### src/rtl/mux_scan_sequencer_if.sv
// Bundle of the scan sequencer's control, mux-select and frame handshake signals.
// The master side is the sequencer; the slave side is the mux/downstream environment.
interface mux_scan_sequencer_if;
    logic       start;
    logic [3:0] chan_mask;
    logic       Y;
    logic       S1;
    logic       S0;
    logic [3:0] frame;
    logic       frame_valid;
    logic       frame_ready;
    logic       busy;

    modport master (
        input  start, chan_mask, Y, frame_ready,
        output S1, S0, frame, frame_valid, busy
    );

    modport slave (
        output start, chan_mask, Y, frame_ready,
        input  S1, S0, frame, frame_valid, busy
    );
endinterface

### src/rtl/mux_scan_sequencer.sv
// Steps a 4:1 mux through the enabled channels, samples Y after a settle
// interval on each, and hands the packed 4-bit frame downstream via valid/ready.
module mux_scan_sequencer #(
    parameter int unsigned SETTLE     = 2,
    parameter bit          CONTINUOUS = 1'b0
) (
    input  logic                  clk,
    input  logic                  rst,
    mux_scan_sequencer_if.master  bus
);
    localparam logic [1:0] ST_IDLE   = 2'd0;
    localparam logic [1:0] ST_SETTLE = 2'd1;
    localparam logic [1:0] ST_OUTPUT = 2'd2;
    localparam logic [3:0] SETTLE_LD = 4'(SETTLE);

    logic [1:0] state;
    logic [3:0] cnt;
    logic [3:0] mask_q;
    logic [3:0] frame_q;
    logic [1:0] sel_q;
    logic [1:0] cur_k;
    logic [1:0] first_k;
    logic [1:0] next_k;
    logic       has_next;
    logic       launch;

    // Descending loops so the lowest qualifying channel is the one left standing.
    always_comb begin
        first_k = '0;
        for (int j = 3; j >= 0; j--) begin
            if (bus.chan_mask[j]) first_k = 2'(j);
        end
    end

    always_comb begin
        has_next = 1'b0;
        next_k   = cur_k;
        for (int j = 3; j >= 0; j--) begin
            if (j > int'(cur_k) && mask_q[j]) begin
                has_next = 1'b1;
                next_k   = 2'(j);
            end
        end
    end

    assign launch = (state == ST_IDLE && bus.start) ||
                    (state == ST_OUTPUT && bus.frame_ready && CONTINUOUS);

    always_ff @(posedge clk) begin
        if (rst) begin
            state   <= ST_IDLE;
            sel_q   <= '0;
            frame_q <= '0;
            cnt     <= '0;
            mask_q  <= '0;
            cur_k   <= '0;
        end else if (launch) begin
            mask_q  <= bus.chan_mask;
            frame_q <= '0;
            if (bus.chan_mask != '0) begin
                cur_k <= first_k;
                sel_q <= ~first_k;
                cnt   <= SETTLE_LD;
                state <= ST_SETTLE;
            end else begin
                state <= ST_OUTPUT;
            end
        end else begin
            case (state)
                ST_SETTLE: begin
                    // cnt==1 here means it reaches zero on this edge: sample now.
                    if (cnt == 4'd1) begin
                        frame_q[cur_k] <= bus.Y;
                        if (has_next) begin
                            cur_k <= next_k;
                            sel_q <= ~next_k;
                            cnt   <= SETTLE_LD;
                        end else begin
                            cnt   <= '0;
                            state <= ST_OUTPUT;
                        end
                    end else begin
                        cnt <= cnt - 4'd1;
                    end
                end
                ST_OUTPUT: begin
                    if (bus.frame_ready) state <= ST_IDLE;
                end
                ST_IDLE: begin
                end
                default: state <= ST_IDLE;
            endcase
        end
    end

    assign bus.S1          = sel_q[1];
    assign bus.S0          = sel_q[0];
    assign bus.frame       = frame_q;
    assign bus.frame_valid = (state == ST_OUTPUT);
    assign bus.busy        = (state != ST_IDLE);
endmodule

### src/flat_wrapper.sv
// flat-port wrapper written by rule: the top's interface ports become plain ports
module mux_scan_sequencer_flat 
#(
    parameter int unsigned SETTLE     = 2,
    parameter bit          CONTINUOUS = 1'b0
)
  (clk, rst, bus_start, bus_chan_mask, bus_Y, bus_frame_ready, bus_S1, bus_S0, bus_frame, bus_frame_valid, bus_busy);
  mux_scan_sequencer_if bus_i ();
  input  logic clk;
  input  logic rst;
  input wire logic [$bits(bus_i.start)-1:0] bus_start;
  input wire logic [$bits(bus_i.chan_mask)-1:0] bus_chan_mask;
  input wire logic [$bits(bus_i.Y)-1:0] bus_Y;
  input wire logic [$bits(bus_i.frame_ready)-1:0] bus_frame_ready;
  output wire logic [$bits(bus_i.S1)-1:0] bus_S1;
  output wire logic [$bits(bus_i.S0)-1:0] bus_S0;
  output wire logic [$bits(bus_i.frame)-1:0] bus_frame;
  output wire logic [$bits(bus_i.frame_valid)-1:0] bus_frame_valid;
  output wire logic [$bits(bus_i.busy)-1:0] bus_busy;
  assign bus_i.start = bus_start;
  assign bus_i.chan_mask = bus_chan_mask;
  assign bus_i.Y = bus_Y;
  assign bus_i.frame_ready = bus_frame_ready;
  assign bus_S1 = bus_i.S1;
  assign bus_S0 = bus_i.S0;
  assign bus_frame = bus_i.frame;
  assign bus_frame_valid = bus_i.frame_valid;
  assign bus_busy = bus_i.busy;
  mux_scan_sequencer #(.SETTLE(SETTLE), .CONTINUOUS(CONTINUOUS)) u_core (.clk(clk), .rst(rst), .bus(bus_i));
endmodule
### config.mk
export PLATFORM = sky130hd
export DESIGN_NAME = mux_scan_sequencer_flat
export DESIGN_NICKNAME = d
export VERILOG_FILES = /design/src/rtl/mux_scan_sequencer_if.sv /design/src/rtl/mux_scan_sequencer.sv /design/src/flat_wrapper.sv
export SDC_FILE = /design/constraint.sdc
export NUM_CORES = 1
export LEC_CHECK = 0
export CAP_MARGIN = 20
export CORE_MARGIN = 2
export CORE_UTILIZATION = 40
export DETAILED_ROUTE_END_ITERATION = 7
export PLACE_DENSITY = 0.66
export SLEW_MARGIN = 20
export SYNTH_ARGS = -nofsm -noshare
export SYNTH_HDL_FRONTEND = slang
export SYNTH_SLANG_ARGS = --single-unit
### constraint.sdc
create_clock -name clk -period 1.9 [get_ports clk]
set_input_delay 0.475 -clock clk [delete_from_list [all_inputs] [get_ports clk]]
set_output_delay 0.475 -clock clk [all_outputs]
set_load 0.1 [all_outputs]
==> impl_metrics.toml, run 1 <==
[status]
outcome = "completed"

[route]
drc = 0
ant_nets = 0
drt_iter0_markers = 16
routed_wl_um = 2040
vias_per_cell = 5.30
dr.pass1.iters = 4
dr_total_vias = 854
wire_per_inst_um = 12.6

[timing]
slew_headroom_pct = 75.0
holdWs_ns = 0.534
hold_viol_final = 0
final_max_slew_viol_count = 0
fmax_mhz = 569
fin_crit_sh_pct = 92.5
fin_skew_ns = 0.00216
report.final.setup_viol = 0
layout_min_cycle_time_ns = 1.76
tns_ns = 0
rsz0062_at_grt = "false"
worstMarginPinSlew_ns = 0.373

[grt]
globalRouteTotalUtil_pct = 17.5
grt_pass1_vias = 817
antenna_found_initial = 0
grt_max_degree = 18
grt_overflow_total = 0
grt_pass1_wl_um = 3530

[placed_design]
dpl.hpwl_um = 1560
port_buffers = 16
placed_cell_area_um2 = 1280
place.gp.congestion = 0.816
dp.cells = 157

[clocking]
worstSkewPairLatency_ns = 0.29
cts_buffers = 3
path_clk_slew_ns = 0.10
ctsResizeCount = 0
cts_hold_buf = 0
cts_root_buf = "clkbuf_4"
cts_buffer_depth = 2
cts_tree = "yes"
cts.sinks = 17
ctsHtreeMaxLevel = 1
post-cts-setup-buffers = 0

[critical_path]
slowest_stage = "dfxtp_1"
worstSetupPathType = "reg2reg"
endpoint_kind = "flop"
max_stage_delay_ns = 0.40
worst_ep_required_time_ns = 2.15
critPathLaunchType = "flop"
crit_fanout = 6
crit_arrival_ns = 2.00
path_cells = "ha_1 -> nor3b_4 -> and2_1 -> o21ai_2 -> a221oi_2 -> o21ba_2"

[layout]
area_delta_synth_final_pct = 38.9
final_area_um2 = 1310
fill_cells = 199
final_common_cell = "dfxtp_1"
fin_nets = 145
final_util_pct = 58.8
antennaDiodeCount = 0
final_cell_mix = "dfxtp_1 (17), nor2_1 (13), nor3_1 (10), buf_4 (10), a21oi_1 (9)"
drive_gt1_share_pct = 24.8
layout.cells.non_filler = 161

[worst_hold_path]
min_path_type = "reg2reg"

[floorplan]
start_util_pct = 42.4
fp.dieW_um = 52.6
placementRows = 17
dieArea_um2 = 2770
die_h_um = 52.6
ioPinCount = 17
core_um2 = 2230

[synthesis]
syn_avg_cell_area_um2 = 8.84
synth_xor_area_share_pct = 0
yosys.area_share.simple_pct = 26.6
synth_cells = 107
synthMuxAreaShare_pct = 6.35
syn-num-nets = 118
synth_compound_area_share_pct = 24.2
syn_area_um2 = 946
ys_seq_area_share_pct = 36.0
ys.warnings.count = 0
synth-seq-cells = 17
ys_types = 36
synth_top_family_by_area = "simple AND/OR/NAND/NOR gates"
yosys.area_share.adder_pct = 2.65

[pwr]
p_leak_nw = 0.508
power_density_nw_per_um2 = 1270
peakVddDrop_uv = 778

[run]
maxCapViolCount = 0
stage by stage:
| stage | power [mW] | setup WS [ns] |
|---|---|---|
| 2_1_floorplan | 1.17 | 0.123 |
| 3_3_place_gp | 1.45 | -0.169 |
| 3_5_place_dp | 1.47 | -0.158 |
| 4_1_cts | 1.66 | 0.0754 |
| 5_1_grt | 1.78 | 0.0350 |
| 6_report | 1.66 | 0.143 |
worst paths after layout:
| kind | endpoint | slack (ns) | cells past startpoint | from |
|---|---|---|---|---|
| setup / recovery | u_core.sel_q[0]$_SDFFE_PP0P_ | 0.14 | 6 | u_core.cnt[0]$_SDFFE_PP0P_ |
| hold / removal | u_core.cnt[2]$_SDFFE_PP0P_ | 0.53 | 2 | u_core.cnt[2]$_SDFFE_PP0P_ |
| setup reg to reg | u_core.sel_q[0]$_SDFFE_PP0P_ | 0.14 | 6 | u_core.cnt[0]$_SDFFE_PP0P_ |
| hold reg to reg | u_core.cnt[2]$_SDFFE_PP0P_ | 0.53 | 2 | u_core.cnt[2]$_SDFFE_PP0P_ |
kinds of logic (layout without fill, tap and decap cells):
family,Yosys count,in the layout
adders and majority gates,2,2
DFF,17,17
muxes,6,6
buffers and inverters,10,36
and+or+nand+nor,43,43
AOI/OAI and AO/OA,29,29
cells in the mapped netlist:
| master | instances | area [µm²] |
|---|---|---|
| nor2_1 | 13 | 48.8 |
| o21ai_2 | 1 | 8.76 |
| a31oi_1 | 1 | 6.26 |
| a211oi_1 | 6 | 45.0 |
| o21bai_1 | 1 | 7.51 |
| nand3_1 | 1 | 5.00 |
| o41ai_4 | 1 | 27.5 |
| and2b_1 | 1 | 7.51 |
| o21ai_0 | 1 | 5.00 |
| o21a_1 | 2 | 15.0 |
| or2_2 | 2 | 12.5 |
| o31a_1 | 1 | 8.76 |
| o31ai_1 | 1 | 7.51 |
| and2_1 | 2 | 12.5 |
| clkbuf_1 | 1 | 3.75 |
| a221oi_2 | 1 | 15.0 |
| and2_4 | 1 | 8.76 |
| a22o_1 | 1 | 8.76 |
| dfxtp_1 | 17 | 340 |
| a221oi_1 | 1 | 8.76 |
| ha_1 | 2 | 25.0 |
| buf_1 | 1 | 3.75 |
| nand3b_1 | 1 | 7.51 |
| or3_1 | 1 | 6.26 |
| buf_2 | 2 | 10.0 |
| inv_1 | 6 | 22.5 |
| nor3b_4 | 2 | 37.5 |
| a21oi_1 | 9 | 45.0 |
| nand2b_1 | 2 | 12.5 |
| nor2b_1 | 3 | 18.8 |
| nor3_1 | 10 | 50.1 |
| mux2i_1 | 6 | 60.1 |
| o21ba_2 | 2 | 20.0 |
| and3_1 | 2 | 12.5 |
| nor3b_1 | 1 | 7.51 |
| nand2_1 | 1 | 3.75 |
registers in the layout (all words and copies together) (netlist names):
| signal | flops |
|---|---|
| u_core.bus.frame | 4 |
| u_core.cnt | 4 |
| u_core.mask_q | 3 |
| u_core.cur_k | 2 |
| u_core.sel_q | 2 |
| u_core.state | 2 |
power breakdown:
| part | switching (mW) | leakage, nW | internal, mW |
|---|---|---|---|
| Sequential | 0.101 | 0.139 | 0.432 |
| Clock | 0.115 | 0.0150 | 0.0817 |
| Combinational | 0.525 | 0.354 | 0.410 |
worst max-delay path, delay by kind of cell (launching register included):
family | cells | cell delay (ns)
flip-flops | 1 | 0.40
AND/OR/NAND/NOR | 2 | 0.50
AO/OA/AOI/OAI | 3 | 0.63
adder cells (fa/ha/maj) | 1 | 0.17
per-layer routing:
metal  GRT usage [%]  routed length [µm]  up-vias
met1            21.5                 923      392
met4            8.97                  42        0
li1                -                   -      437
met3            3.71                  92        4
met2            28.3                 977       21
met5               0                   0        -
layout make-up:
class                           count  area [µm²]  area share [%]
Multi-Input combinational cell     80         574            43.7
Clock buffer                        4        26.3            2.00
Inverter                            6        22.5            1.71
Tap cell                           28        35.0            2.67
Timing Repair Buffer               26         315            24.0
Sequential cell                    17         340            25.9
No activity file was read; power rests on OpenSTA's default activity.
==> run 2: changes to the inputs <==
--- a/config.mk
+++ b/config.mk
@@ -7,9 +7,9 @@
 export LEC_CHECK = 0
 export CAP_MARGIN = 20
 export CORE_MARGIN = 2
-export CORE_UTILIZATION = 40
+export CORE_UTILIZATION = 45
 export DETAILED_ROUTE_END_ITERATION = 7
-export PLACE_DENSITY = 0.66
+export PLACE_DENSITY = 0.72
 export SLEW_MARGIN = 20
 export SYNTH_ARGS = -nofsm -noshare
 export SYNTH_HDL_FRONTEND = slang
==> impl_metrics.toml, run 2 (same netlist as run 1, synthesis figures left out) <==
[status]
outcome = "completed"

[clocking]
cts_buffer_depth = 2
cts_hold_buf = 0
cts_buffers = 3
path_clk_slew_ns = 0.11
cts_tree = "yes"
cts.sinks = 17
worstSkewPairLatency_ns = 0.31
ctsHtreeMaxLevel = 1
cts_root_buf = "clkbuf_4"

[critical_path]
critPathLaunchType = "input port"
reg2reg_to = "u_core.sel_q[0]$_SDFFE_PP0P_"
worstSetupPathType = "in2reg"
crit_fanout = 10
crit_end = "u_core.sel_q[1]$_SDFFE_PP0P_"
critPathLaunch = "bus_start"
worst_ep_required_time_ns = 2.16
rr_startpoint = "u_core.cnt[1]$_SDFFE_PP0P_"
rr_worst_depth = 7
endpoint_kind = "flop"
ff2ff_setup_slack_ns = 0.21
crit_arrival_ns = 1.99

[grt]
top_usage_layer = "met2"
grt_max_degree = 18
grt_overflow_total = 0
antenna_found_initial = 0
grt_pass1_wl_um = 3530
globalRouteTotalUtil_pct = 18.4
grt_pass1_vias = 835
met1_usage_pct = 23.0
use_met3_pct = 2.73
grtUsageMet2_pct = 30.2

[timing]
holdWs_ns = 0.539
tns_ns = 0
report.final.setup_viol = 0
fin_crit_sh_pct = 91.2
fin_skew_ns = 0.0148
layout_min_cycle_time_ns = 1.73
slew_headroom_pct = 75.1
fmax_mhz = 577
final_max_slew_viol_count = 0
rsz0062_at_grt = "false"
hold_viol_final = 0
worstMarginPinSlew_ns = 0.372

[layout]
antennaDiodeCount = 0
layout.cells.non_filler = 161
drive_gt1_share_pct = 26.1
final_cell_mix = "dfxtp_1 (17), nor2_1 (13), buf_4 (11), nor3_1 (10), a21oi_1 (9)"
final_area_um2 = 1320
fin_nets = 146
final_common_cell = "dfxtp_1"
area_delta_synth_final_pct = 39.7

[placed_design]
placed_cell_area_um2 = 1270
place.gp.congestion = 0.927
port_buffers = 16
dpl.hpwl_um = 1500
dp.cells = 155

[route]
wire_per_inst_um = 12.7
drc = 0
dr_total_vias = 861
drt_iter0_markers = 19
ant_nets = 0
dr.pass1.iters = 4
routed_wl_um = 2040
vias_per_cell = 5.35

[floorplan]
placementRows = 16
ioPinCount = 17
dieArea_um2 = 2480
core_um2 = 1980
fp.dieW_um = 49.8
start_util_pct = 47.7
die_h_um = 49.8

[pwr]
total_power_mw = 1.69
power_density_nw_per_um2 = 1280
peakVddDrop_uv = 802
p_leak_nw = 0.516

[run]
maxCapViolCount = 0

[worst_hold_path]
min_path_type = "reg2reg"
[run 2: how the worst min path moves through the flow]
| stage | startpoint | endpoint | slack [ns] | cells past startpoint |
|---|---|---|---|---|
| 6_report | u_core.cnt[3]$_SDFFE_PP0P_ | u_core.cnt[3]$_SDFFE_PP0P_ | 0.54 | 1 |
| 5_1_grt | u_core.cnt[3]$_SDFFE_PP0P_ | u_core.cnt[3]$_SDFFE_PP0P_ | 0.57 | 1 |
| 4_1_cts | u_core.cnt[2]$_SDFFE_PP0P_ | u_core.cnt[2]$_SDFFE_PP0P_ | 0.54 | 2 |
| 3_5_place_dp | u_core.mask_q[2]$_SDFFE_PP0P_ | u_core.mask_q[2]$_SDFFE_PP0P_ | 0.52 | 2 |
| 3_3_place_gp | u_core.mask_q[2]$_SDFFE_PP0P_ | u_core.mask_q[2]$_SDFFE_PP0P_ | 0.52 | 2 |
| 2_1_floorplan | u_core.mask_q[2]$_SDFFE_PP0P_ | u_core.mask_q[2]$_SDFFE_PP0P_ | 0.48 | 2 |
[run 2: per-stage QoR]
stage / util [%] / setup slack, ns
after floorplan: - / 0.123
after CTS: 65.6 / 0.0620
after global placement: 64.2 / -0.151
after global routing: 66.7 / 0.0508
after detailed placement: 64.2 / -0.130
final: 66.7 / 0.168
[run 2: metal layers]
| metal | share of wire, % | wire length [µm] |
|---|---|---|
| met1 | 47 | 957 |
| met3 | 4.4 | 89 |
| met4 | 2.3 | 46 |
| met2 | 46 | 944 |
| met5 | 0 | 0 |
[run 2: what timing repair did]
| item | 4_1_cts | 5_1_grt |
|---|---|---|
| gates resized for setup | 0 | 1 |
| setup endpoints to repair | 0 | 2 |
| buffers inserted | 0 | 2 |
[run 2: layout make-up]
| cell class | count | area (µm²) |
|---|---|---|
| Clock buffer | 3 | 22.5 |
| Clock inverter | 1 | 5.00 |
| Fill cell | 154 | 661 |
| Inverter | 6 | 22.5 |
| Multi-Input combinational cell | 80 | 574 |
| Sequential cell | 17 | 340 |
| Tap cell | 27 | 33.8 |
| Timing Repair Buffer | 27 | 323 |
[run 2: worst max-delay path, stage by stage]
cell and delay [ns]:
clkdlybuf4s50_1 0.48, nor3b_4 0.25, buf_4 0.23, o31ai_1 0.10
o31a_1 0.11, a21oi_1 0.18, o21ba_2 0.17
[run 2: power breakdown]
| part | internal, mW | switching, mW |
|---|---|---|
| Combinational | 0.420 | 0.532 |
| Sequential | 0.432 | 0.101 |
| Clock | 0.0786 | 0.123 |
| Total | 0.931 | 0.756 |
==> run 3: changes to the inputs <==
==> constraint.sdc (replaced) <==
create_clock -name clk -period 1.9 [get_ports clk]
set_input_delay 0.38 -clock clk [delete_from_list [all_inputs] [get_ports clk]]
set_output_delay 0.38 -clock clk [all_outputs]
set_load 0.1 [all_outputs]
==> impl_metrics.toml, run 3 (same netlist as run 1, synthesis figures left out) <==
[critical_path]
slowest_stage = "dfxtp_1"
max_stage_delay_ns = 0.33
cp_num_buf_inv = 1
crit_fanout = 5
crit_arrival_ns = 1.94
path_depth = 7
path_cells = "inv_1 -> ha_1 -> nor3b_4 -> and2_1 -> o21ai_2 -> a221oi_2 -> o21ba_2"
rr_worst_depth = 7
critPathLaunchType = "flop"
endpoint_kind = "flop"
path_delay_family = "compound AO/OA/AOI/OAI gates"
worst_ep_required_time_ns = 2.16
worstSetupPathType = "reg2reg"

[placed_design]
placement.setup.worst_slack_ns = -0.0246
place.gp.congestion = 0.939
dpl.hpwl_um = 1460
port_buffers = 16

[timing]
fin_crit_sh_pct = 88.7
fin_skew_ns = 0.00706
layout_min_cycle_time_ns = 1.68
hold_viol_final = 0
fmax_mhz = 594
report.final.setup_viol = 0
final_max_slew_viol_count = 0
slew_headroom_pct = 71.5
setup_ws_ns = 0.216
rsz0062_at_grt = "false"
worstMarginPinSlew_ns = 0.425

[clocking]
worstSkewPairLatency_ns = 0.31
cts_buffer_depth = 2
cts_hold_buf = 0
cts_buffers = 3
cts.sinks = 17
cts_root_buf = "clkbuf_4"
ctsHtreeMaxLevel = 1
path_clk_slew_ns = 0.11
cts_tree = "yes"

[route]
dr_total_vias = 848
drc = 0
vias_per_cell = 5.40
wire_per_inst_um = 12.5
ant_nets = 0
routed_wl_um = 1960
dr.pass1.iters = 5
drt_iter0_markers = 23

[floorplan]
ioPinCount = 17
core_um2 = 1980
fp.dieW_um = 49.8
die_h_um = 49.8
placementRows = 16
start_util_pct = 47.7
dieArea_um2 = 2480

[grt]
grt_pass1_vias = 849
globalRouteTotalUtil_pct = 18.4
antenna_found_initial = 0
grt_max_degree = 14
grt_overflow_total = 0
grt_pass1_wl_um = 3500

[pwr]
seqPwrFrac_pct = 32.2
combPwrFrac_pct = 54.8
swShare_pct = 45.9
p_leak_nw = 0.475
pwr-share-clk_pct = 13.0
total_power_mw = 1.63
peakVddDrop_uv = 737
power_density_nw_per_um2 = 1340
power.internal_mw = 0.883
p_sw_mw = 0.749

[status]
outcome = "completed"

[run]
maxCapViolCount = 0

[layout]
final_util_pct = 61.5
drive_gt1_share_pct = 23.8
antennaDiodeCount = 0
final_common_cell = "dfxtp_1"
final_cell_mix = "dfxtp_1 (17), nor2_1 (13), buf_4 (13), nor3_1 (10), a21oi_1 (9)"
fin_nets = 142
area_delta_synth_final_pct = 28.8

[worst_hold_path]
hold_depth = 2
min_path_type = "reg2reg"
run 3: stage by stage:
step           std cells  instance area [µm²]  hold slack, ns  setup TNS, ns
2_1_floorplan        107                  948           0.476              0
3_3_place_gp         152                 1170           0.513        -0.0892
3_5_place_dp         152                 1170           0.520        -0.0474
4_1_cts              156                 1200           0.542              0
5_1_grt              157                 1220           0.580              0
6_report             157                 1220           0.536              0
run 3: path summary, 6_finish.rpt:
check                                                      start                                to  slack (ns)
worst max-delay path                  u_core.cnt[1]$_SDFFE_PP0P_      u_core.sel_q[0]$_SDFFE_PP0P_        0.22
worst min-delay path            u_core.bus.frame[0]$_SDFFE_PP0P_  u_core.bus.frame[0]$_SDFFE_PP0P_        0.54
worst max register to register        u_core.cnt[1]$_SDFFE_PP0P_      u_core.sel_q[0]$_SDFFE_PP0P_        0.22
worst min register to register  u_core.bus.frame[0]$_SDFFE_PP0P_  u_core.bus.frame[0]$_SDFFE_PP0P_        0.54
run 3: power groups by stage:
stage | logic, mW | registers [mW] | clock network, mW
after floorplan | 0.578 | 0.592 | 0
after global placement | 0.867 | 0.532 | 0
after detailed placement | 0.881 | 0.532 | 0
after CTS | 0.885 | 0.525 | 0.221
after global routing | 0.966 | 0.540 | 0.241
final | 0.896 | 0.526 | 0.212
run 3: tightest hold or removal path, delay by kind of cell, from the launching register on:
family,cells,cell delay [ns]
DFF,1,0.33
and+or+nand+nor,1,0.05
muxes,1,0.12
run 3: final cells by class:
cell class,count,area (µm²)
clock buffer,3,22.5
fill,164,763
clock inverter,1,7.51
inverter,6,22.5
timing repair buffer,23,218
tap,27,33.8
sequential,17,340
multi-input combinational,80,574
run 3: what timing repair did:
action                     4_1_cts  5_1_grt
setup endpoints to repair        0        2
buffers inserted                 0        1
resized for setup                0        1
run 3: layer usage:
metal / vias to the layer above / global-route usage [%] / wire length, µm
li1: 432 / - / -
met2: 17 / 30.7 / 883
met3: 3 / 3.64 / 70
met5: - / 0 / 0
met1: 396 / 22.5 / 972
met4: 0 / 9.26 / 32
